[config.mk]
export PLATFORM = sky130hd
export DESIGN_NAME = multiplier_32x32
export DESIGN_NICKNAME = d
export VERILOG_FILES = /design/src/rtl/multiplier_32x32_pkg.sv /design/src/rtl/mult_half.sv /design/src/rtl/multiplier_32x32.sv
export SDC_FILE = /design/constraint.sdc
export NUM_CORES = 2
export LEC_CHECK = 0
export CORE_ASPECT_RATIO = 0.8
export CORE_MARGIN = 2
export CORE_UTILIZATION = 25
export DETAILED_ROUTE_END_ITERATION = 10
export GPL_ROUTABILITY_DRIVEN = 0
export PLACE_DENSITY = 0.48
export SLEW_MARGIN = 20
export SYNTH_ARGS = -nofsm -noshare
export SYNTH_HDL_FRONTEND = slang
export SYNTH_HIERARCHICAL = 1
export SYNTH_SLANG_ARGS = --single-unit
[constraint.sdc]
create_clock -name clk -period 6.99 [get_ports clk]
set_clock_uncertainty 0.2 [all_clocks]
set_input_delay 1.398 -clock clk [delete_from_list [all_inputs] [get_ports clk]]
set_output_delay 1.398 -clock clk [all_outputs]
set_load 0.02 [all_outputs]
[src/rtl/multiplier_32x32_pkg.sv]
// Shared constants and types for the pipelined 32x32 multiplier.
package multiplier_32x32_pkg;

    localparam int unsigned MUL_WIDTH   = 32;
    localparam int unsigned MUL_LATENCY = 3;

    typedef logic [2*MUL_WIDTH-1:0] product_t;

endpackage

[src/rtl/mult_half.sv]
// Combinational unsigned HxH -> 2H multiplier used for the partial products.
module mult_half #(
    parameter int unsigned H = 16
) (
    input  logic [H-1:0]   x,
    input  logic [H-1:0]   y,
    output logic [2*H-1:0] z
);

    // Operands widen to 2H in this context, so the product is exact.
    assign z = x * y;

endmodule

[src/rtl/multiplier_32x32.sv]
// Three-stage pipelined unsigned multiplier: register inputs, form four
// half-width partial products, then sum them into the full-width product.
module multiplier_32x32
    import multiplier_32x32_pkg::*;
#(
    parameter int unsigned WIDTH   = MUL_WIDTH,
    parameter int unsigned LATENCY = MUL_LATENCY
) (
    input  logic               clk,
    input  logic               rst_n,
    input  logic               in_valid,
    input  logic [WIDTH-1:0]   a,
    input  logic [WIDTH-1:0]   b,
    output logic               out_valid,
    output logic [2*WIDTH-1:0] p
);

    localparam int unsigned H = WIDTH / 2;

    // The pipeline depth is structural; catch mismatched overrides at elaboration.
    if ((WIDTH % 2) != 0 || WIDTH < 4) begin : gen_bad_width
        $error("multiplier_32x32: WIDTH must be even and at least 4");
    end
    if (LATENCY != 3) begin : gen_bad_latency
        $error("multiplier_32x32: LATENCY is fixed at 3 by the pipeline");
    end

    // Stage 1: input registers.
    logic             s1_valid_d, s1_valid_q;
    logic [WIDTH-1:0] a_d, a_q;
    logic [WIDTH-1:0] b_d, b_q;

    // Stage 2: partial product registers.
    logic             s2_valid_d, s2_valid_q;
    logic [WIDTH-1:0] pp_ll, pp_lh, pp_hl, pp_hh;
    logic [WIDTH-1:0] pp_ll_d, pp_ll_q;
    logic [WIDTH-1:0] pp_lh_d, pp_lh_q;
    logic [WIDTH-1:0] pp_hl_d, pp_hl_q;
    logic [WIDTH-1:0] pp_hh_d, pp_hh_q;

    // Stage 3: result registers.
    logic [WIDTH:0]     mid_sum;
    logic               out_valid_d, out_valid_q;
    logic [2*WIDTH-1:0] p_d, p_q;

    // Stage 1 next state: capture operands and their qualifier.
    always_comb begin
        a_d        = a;
        b_d        = b;
        s1_valid_d = in_valid;
    end

    // Stage 1 state.
    always_ff @(posedge clk or negedge rst_n) begin
        if (!rst_n) begin
            a_q        <= '0;
            b_q        <= '0;
            s1_valid_q <= 1'b0;
        end else begin
            a_q        <= a_d;
            b_q        <= b_d;
            s1_valid_q <= s1_valid_d;
        end
    end

    mult_half #(.H(H)) u_mul_ll (.x(a_q[H-1:0]),     .y(b_q[H-1:0]),     .z(pp_ll));
    mult_half #(.H(H)) u_mul_lh (.x(a_q[H-1:0]),     .y(b_q[WIDTH-1:H]), .z(pp_lh));
    mult_half #(.H(H)) u_mul_hl (.x(a_q[WIDTH-1:H]), .y(b_q[H-1:0]),     .z(pp_hl));
    mult_half #(.H(H)) u_mul_hh (.x(a_q[WIDTH-1:H]), .y(b_q[WIDTH-1:H]), .z(pp_hh));

    // Stage 2 next state: forward the four partial products and the valid bit.
    always_comb begin
        pp_ll_d    = pp_ll;
        pp_lh_d    = pp_lh;
        pp_hl_d    = pp_hl;
        pp_hh_d    = pp_hh;
        s2_valid_d = s1_valid_q;
    end

    // Stage 2 state.
    always_ff @(posedge clk or negedge rst_n) begin
        if (!rst_n) begin
            pp_ll_q    <= '0;
            pp_lh_q    <= '0;
            pp_hl_q    <= '0;
            pp_hh_q    <= '0;
            s2_valid_q <= 1'b0;
        end else begin
            pp_ll_q    <= pp_ll_d;
            pp_lh_q    <= pp_lh_d;
            pp_hl_q    <= pp_hl_d;
            pp_hh_q    <= pp_hh_d;
            s2_valid_q <= s2_valid_d;
        end
    end

    // Stage 3 next state: the cross terms sum to WIDTH+1 bits; the carry is kept
    // and the term is placed at bit H, while hh:ll concatenates without overlap.
    always_comb begin
        mid_sum     = {1'b0, pp_lh_q} + {1'b0, pp_hl_q};
        p_d         = {pp_hh_q, pp_ll_q} + {{(H-1){1'b0}}, mid_sum, {H{1'b0}}};
        out_valid_d = s2_valid_q;
    end

    // Stage 3 state.
    always_ff @(posedge clk or negedge rst_n) begin
        if (!rst_n) begin
            p_q         <= '0;
            out_valid_q <= 1'b0;
        end else begin
            p_q         <= p_d;
            out_valid_q <= out_valid_d;
        end
    end

    assign p         = p_q;
    assign out_valid = out_valid_q;

endmodule

==> impl_metrics.tcl <==
set metrics [dict create \
    syn_area_per_cell_um2 9.40 \
    synth-seq-area-share_pct 14.7 \
    post-route-util_pct 28.8 \
    layout.cells.non_filler 7307 \
    drt-vias-per-instance 4.38 \
    nFillCells 18608 \
    slew-limit-headroom_pct 36.3 \
    synth_largest_type_area_fraction_pct 35.2 \
    starting_density_pct 25.1 \
    grt.overflow.total 0 \
    timing_max_transition_violations_final 0 \
    grt_use_total_pct 14.8 \
    synthMostInstantiatedCell "sky130_fd_sc_hd__inv_1" \
    syn_area_mm2 0.0442 \
    drt_iter0_drc 1970 \
    number_of_enable_flip_flop_cells_after_synthesis 0 \
    die_height_um 380 \
    final_hold_violating_endpoints 0 \
    worst-endpoint-arrival_ps 7060 \
    path_class "flip-flop to flip-flop" \
    crit_top_cell "sky130_fd_sc_hd__fa_1" \
    first_global_vias 34034 \
    clock_sink_count 259 \
    detailroute.via_count 31976 \
    first_pass_iters 6 \
    placed_cells_incl_taps 7236 \
    syn_nets 6035 \
    synthToLayoutAreaGrowth_pct 15.0 \
    synthCells 4703 \
    cap_viol_max_count 0 \
    io_pins 132 \
    synth.lib_cells_used.distinct 93 \
    fin_crit_sh_pct 97.5 \
    tightestPinTransition_ps 956 \
    clk_pin_slew_worst_setup_hold_paths_ps 70 \
    synth_top_flop_cell "sky130_fd_sc_hd__dfrtp_1" \
    worst_hold_start "out_valid_d$_DFF_PN0_" \
    worst_hold_class "flip-flop to flip-flop" \
    buffer_ports.inserted 131 \
    h-tree-depth 2 \
    setup_viol_count_final 0 \
    num-nets-final 6228 \
    worst-path-max-fanout 23 \
    share_of_layout_cells_above_drive_strength_1_pct 5.95 \
    rsz_0062_raised_after_global_routing "no" \
    route.final.wire_length_mm 133 \
    clock-root-buffer "sky130_fd_sc_hd__clkbuf_16" \
    worstSkewPairLatency_ps 610 \
    cts_tree "done" \
    antenna_found_initial 16 \
    grt_pass1_wl_mm 208 \
    worst_setup_sp_type "flip-flop" \
    clock_tree.buffer_depth 3 \
    required_time_of_the_critical_path_ps 7230 \
    status "complete, no violations" \
    std_cell_rows 138 \
    drt.antenna.violating_nets 0 \
    crit_path_cell_trace "buf_12 -> nand2_1 -> fa_1 -> inv_1 -> fa_1 -> fa_1 -> fa_1 -> fa_1 -> inv_1 -> fa_1 -> inv_1 -> ha_1 -> and3_1 -> a211o_1 -> a211oi_1 -> o41a_2 -> o21ai_2 -> and4b_1 -> nor3_1" \
    critical_path.max_stage_delay_ps 730 \
    cts_buffers 38 \
    critical_path.startpoint "a_q[7]$_DFF_PN0_" \
    die_w_um 474 \
    r2r_start "a_q[7]$_DFF_PN0_" \
    critPathCaptureType "flip-flop" \
    detail_route.wl_per_cell_um 18.2 \
    die_area_mm2 0.180 \
    synth.yosys.warnings 6 \
    setup-tns-final_ps 0 \
    floorplan.core_area_mm2 0.176 \
    timing.final.crit_period_ps 6820 \
    remaining_drc_errors 0 \
    main_area_contributors_after_synthesis "sky130_fd_sc_hd__fa_1 (35%), sky130_fd_sc_hd__dfrtp_1 (15%), sky130_fd_sc_hd__ha_1 (14%)" \
    synthTopCellsByCount "sky130_fd_sc_hd__inv_1 (917), sky130_fd_sc_hd__fa_1 (778), sky130_fd_sc_hd__nand2_1 (639), sky130_fd_sc_hd__and2_1 (502), sky130_fd_sc_hd__ha_1 (487)" \
    maximum_number_of_pins_on_one_net_before_global_route_repair 135 \
    synth-async-reset-ratio_pct 100 \
    place.detailed.hpwl_mm 109 \
    synth-seq-cells 259 \
    synth_top_cell_by_area "sky130_fd_sc_hd__fa_1" \
    maxClockFrequency_mhz 147 \
    critPathSlowestCell "sky130_fd_sc_hd__dfrtp_1" \
    post_cts_hold_buffer_count 0 \
]
==> path summary, 6_finish.rpt <==
kind	depth (start not counted)	end	slack [ps]
worst min-delay path	0	out_valid$_DFF_PN0_	150
max in group asynchronous	2	p[39]$_DFF_PN0_	4920
min in group asynchronous	1	a_q[3]$_DFF_PN0_	480
worst max register to register	19	pp_ll_q[31]$_DFF_PN0_	170
worst max-delay path	19	pp_ll_q[31]$_DFF_PN0_	170
worst min register to register	0	out_valid$_DFF_PN0_	150
==> layer usage <==
layer | part of all wire (%) | GRT usage, % | routed length (µm)
met4 | 1.2 | 2.26 | 1650
met5 | 0.020 | 0 | 26
met2 | 42 | 22.0 | 56000
met3 | 5.3 | 2.20 | 7080
met1 | 51 | 22.9 | 68000
==> layout by cell type (no fill, tap or decap), types with 9 or more instances in the layout <==
cell                              instances
sky130_fd_sc_hd__nand3_1                 29
sky130_fd_sc_hd__nand2b_1                11
sky130_fd_sc_hd__nand2_1                639
sky130_fd_sc_hd__a21oi_1                153
sky130_fd_sc_hd__nand4_1                 25
sky130_fd_sc_hd__and2_1                 502
sky130_fd_sc_hd__buf_4                  160
sky130_fd_sc_hd__o21bai_1                16
sky130_fd_sc_hd__clkdlybuf4s50_1        130
sky130_fd_sc_hd__and3_1                  22
sky130_fd_sc_hd__fa_1                   778
sky130_fd_sc_hd__dfrtp_1                244
sky130_fd_sc_hd__a31oi_1                 22
sky130_fd_sc_hd__a21o_1                  94
sky130_fd_sc_hd__clkbuf_1                 9
sky130_fd_sc_hd__xor2_1                  64
sky130_fd_sc_hd__nor2_1                  99
sky130_fd_sc_hd__clkbuf_16               39
sky130_fd_sc_hd__o21ai_0                 80
sky130_fd_sc_hd__nor2b_1                 12
sky130_fd_sc_hd__dfrtp_2                 15
sky130_fd_sc_hd__xnor2_1                119
sky130_fd_sc_hd__inv_1                  917
sky130_fd_sc_hd__buf_12                  23
sky130_fd_sc_hd__o21a_1                  27
sky130_fd_sc_hd__nor3_1                  24
sky130_fd_sc_hd__a211oi_1                14
sky130_fd_sc_hd__ha_1                   487
==> state kept, by name (all words and copies together), names as in the netlist <==
name / count
a_q: 32
b_q: 32
out_valid: 1
out_valid_d: 1
p: 64
pp_hh_q: 32
pp_hl_q: 32
pp_lh_q: 32
pp_ll_q: 32
s1_valid_q: 1
==> stage by stage <==
stage               worst slack [ps]  area, µm²  hold WS [ps]
finish                           173      50800           145
global placement                 145      49500           131
detailed placement               140      49500           136
floorplan                        742      44200           131
global route                    1.76      50800           152
CTS                             97.9      50800           146
==> critical path, delay by kind of cell (launching register included) <==
family                     cells  cell delay, ps
adders and majority gates      7            3390
AOI/OAI and AO/OA              4             930
buffers and inverters          4             420
DFF                            1             730
and+or+nand+nor                4             940
==> what timing repair did <==
item | CTS | global route
endpoints found under the setup margin | 0 | 11
gates resized for setup | 0 | 15
buffers inserted | 0 | 0
==> cells by family (layout without fill, tap and decap cells) <==
group,Yosys count,count (layout),synth area share [%]
simple gates,1398,1398,15.5
fa+ha+maj,1265,1265,49.0
buf+inv,1078,1299,9.21
compound gates,517,517,7.88
flops,259,259,14.7
xor+xnor,183,183,3.63
mux,3,3,0.0679
other cells,0,3,0
==> layout make-up <==
| cell class | instances | area [µm²] | area share [%] |
|---|---|---|---|
| sequential | 259 | 6500 | 12.8 |
| clock inverter | 12 | 165 | 0.325 |
| antenna | 3 | 7.51 | 0.0148 |
| multi-input combinational | 3366 | 33700 | 66.2 |
| inverter | 917 | 3440 | 6.77 |
| timing repair buffer | 314 | 2980 | 5.86 |
| tap | 2380 | 2980 | 5.86 |
| clock buffer | 56 | 1120 | 2.20 |
Power is left out: the tool's default activity adds up to more than one toggle a clock period on the data nets, which glitch-free logic cannot reach.
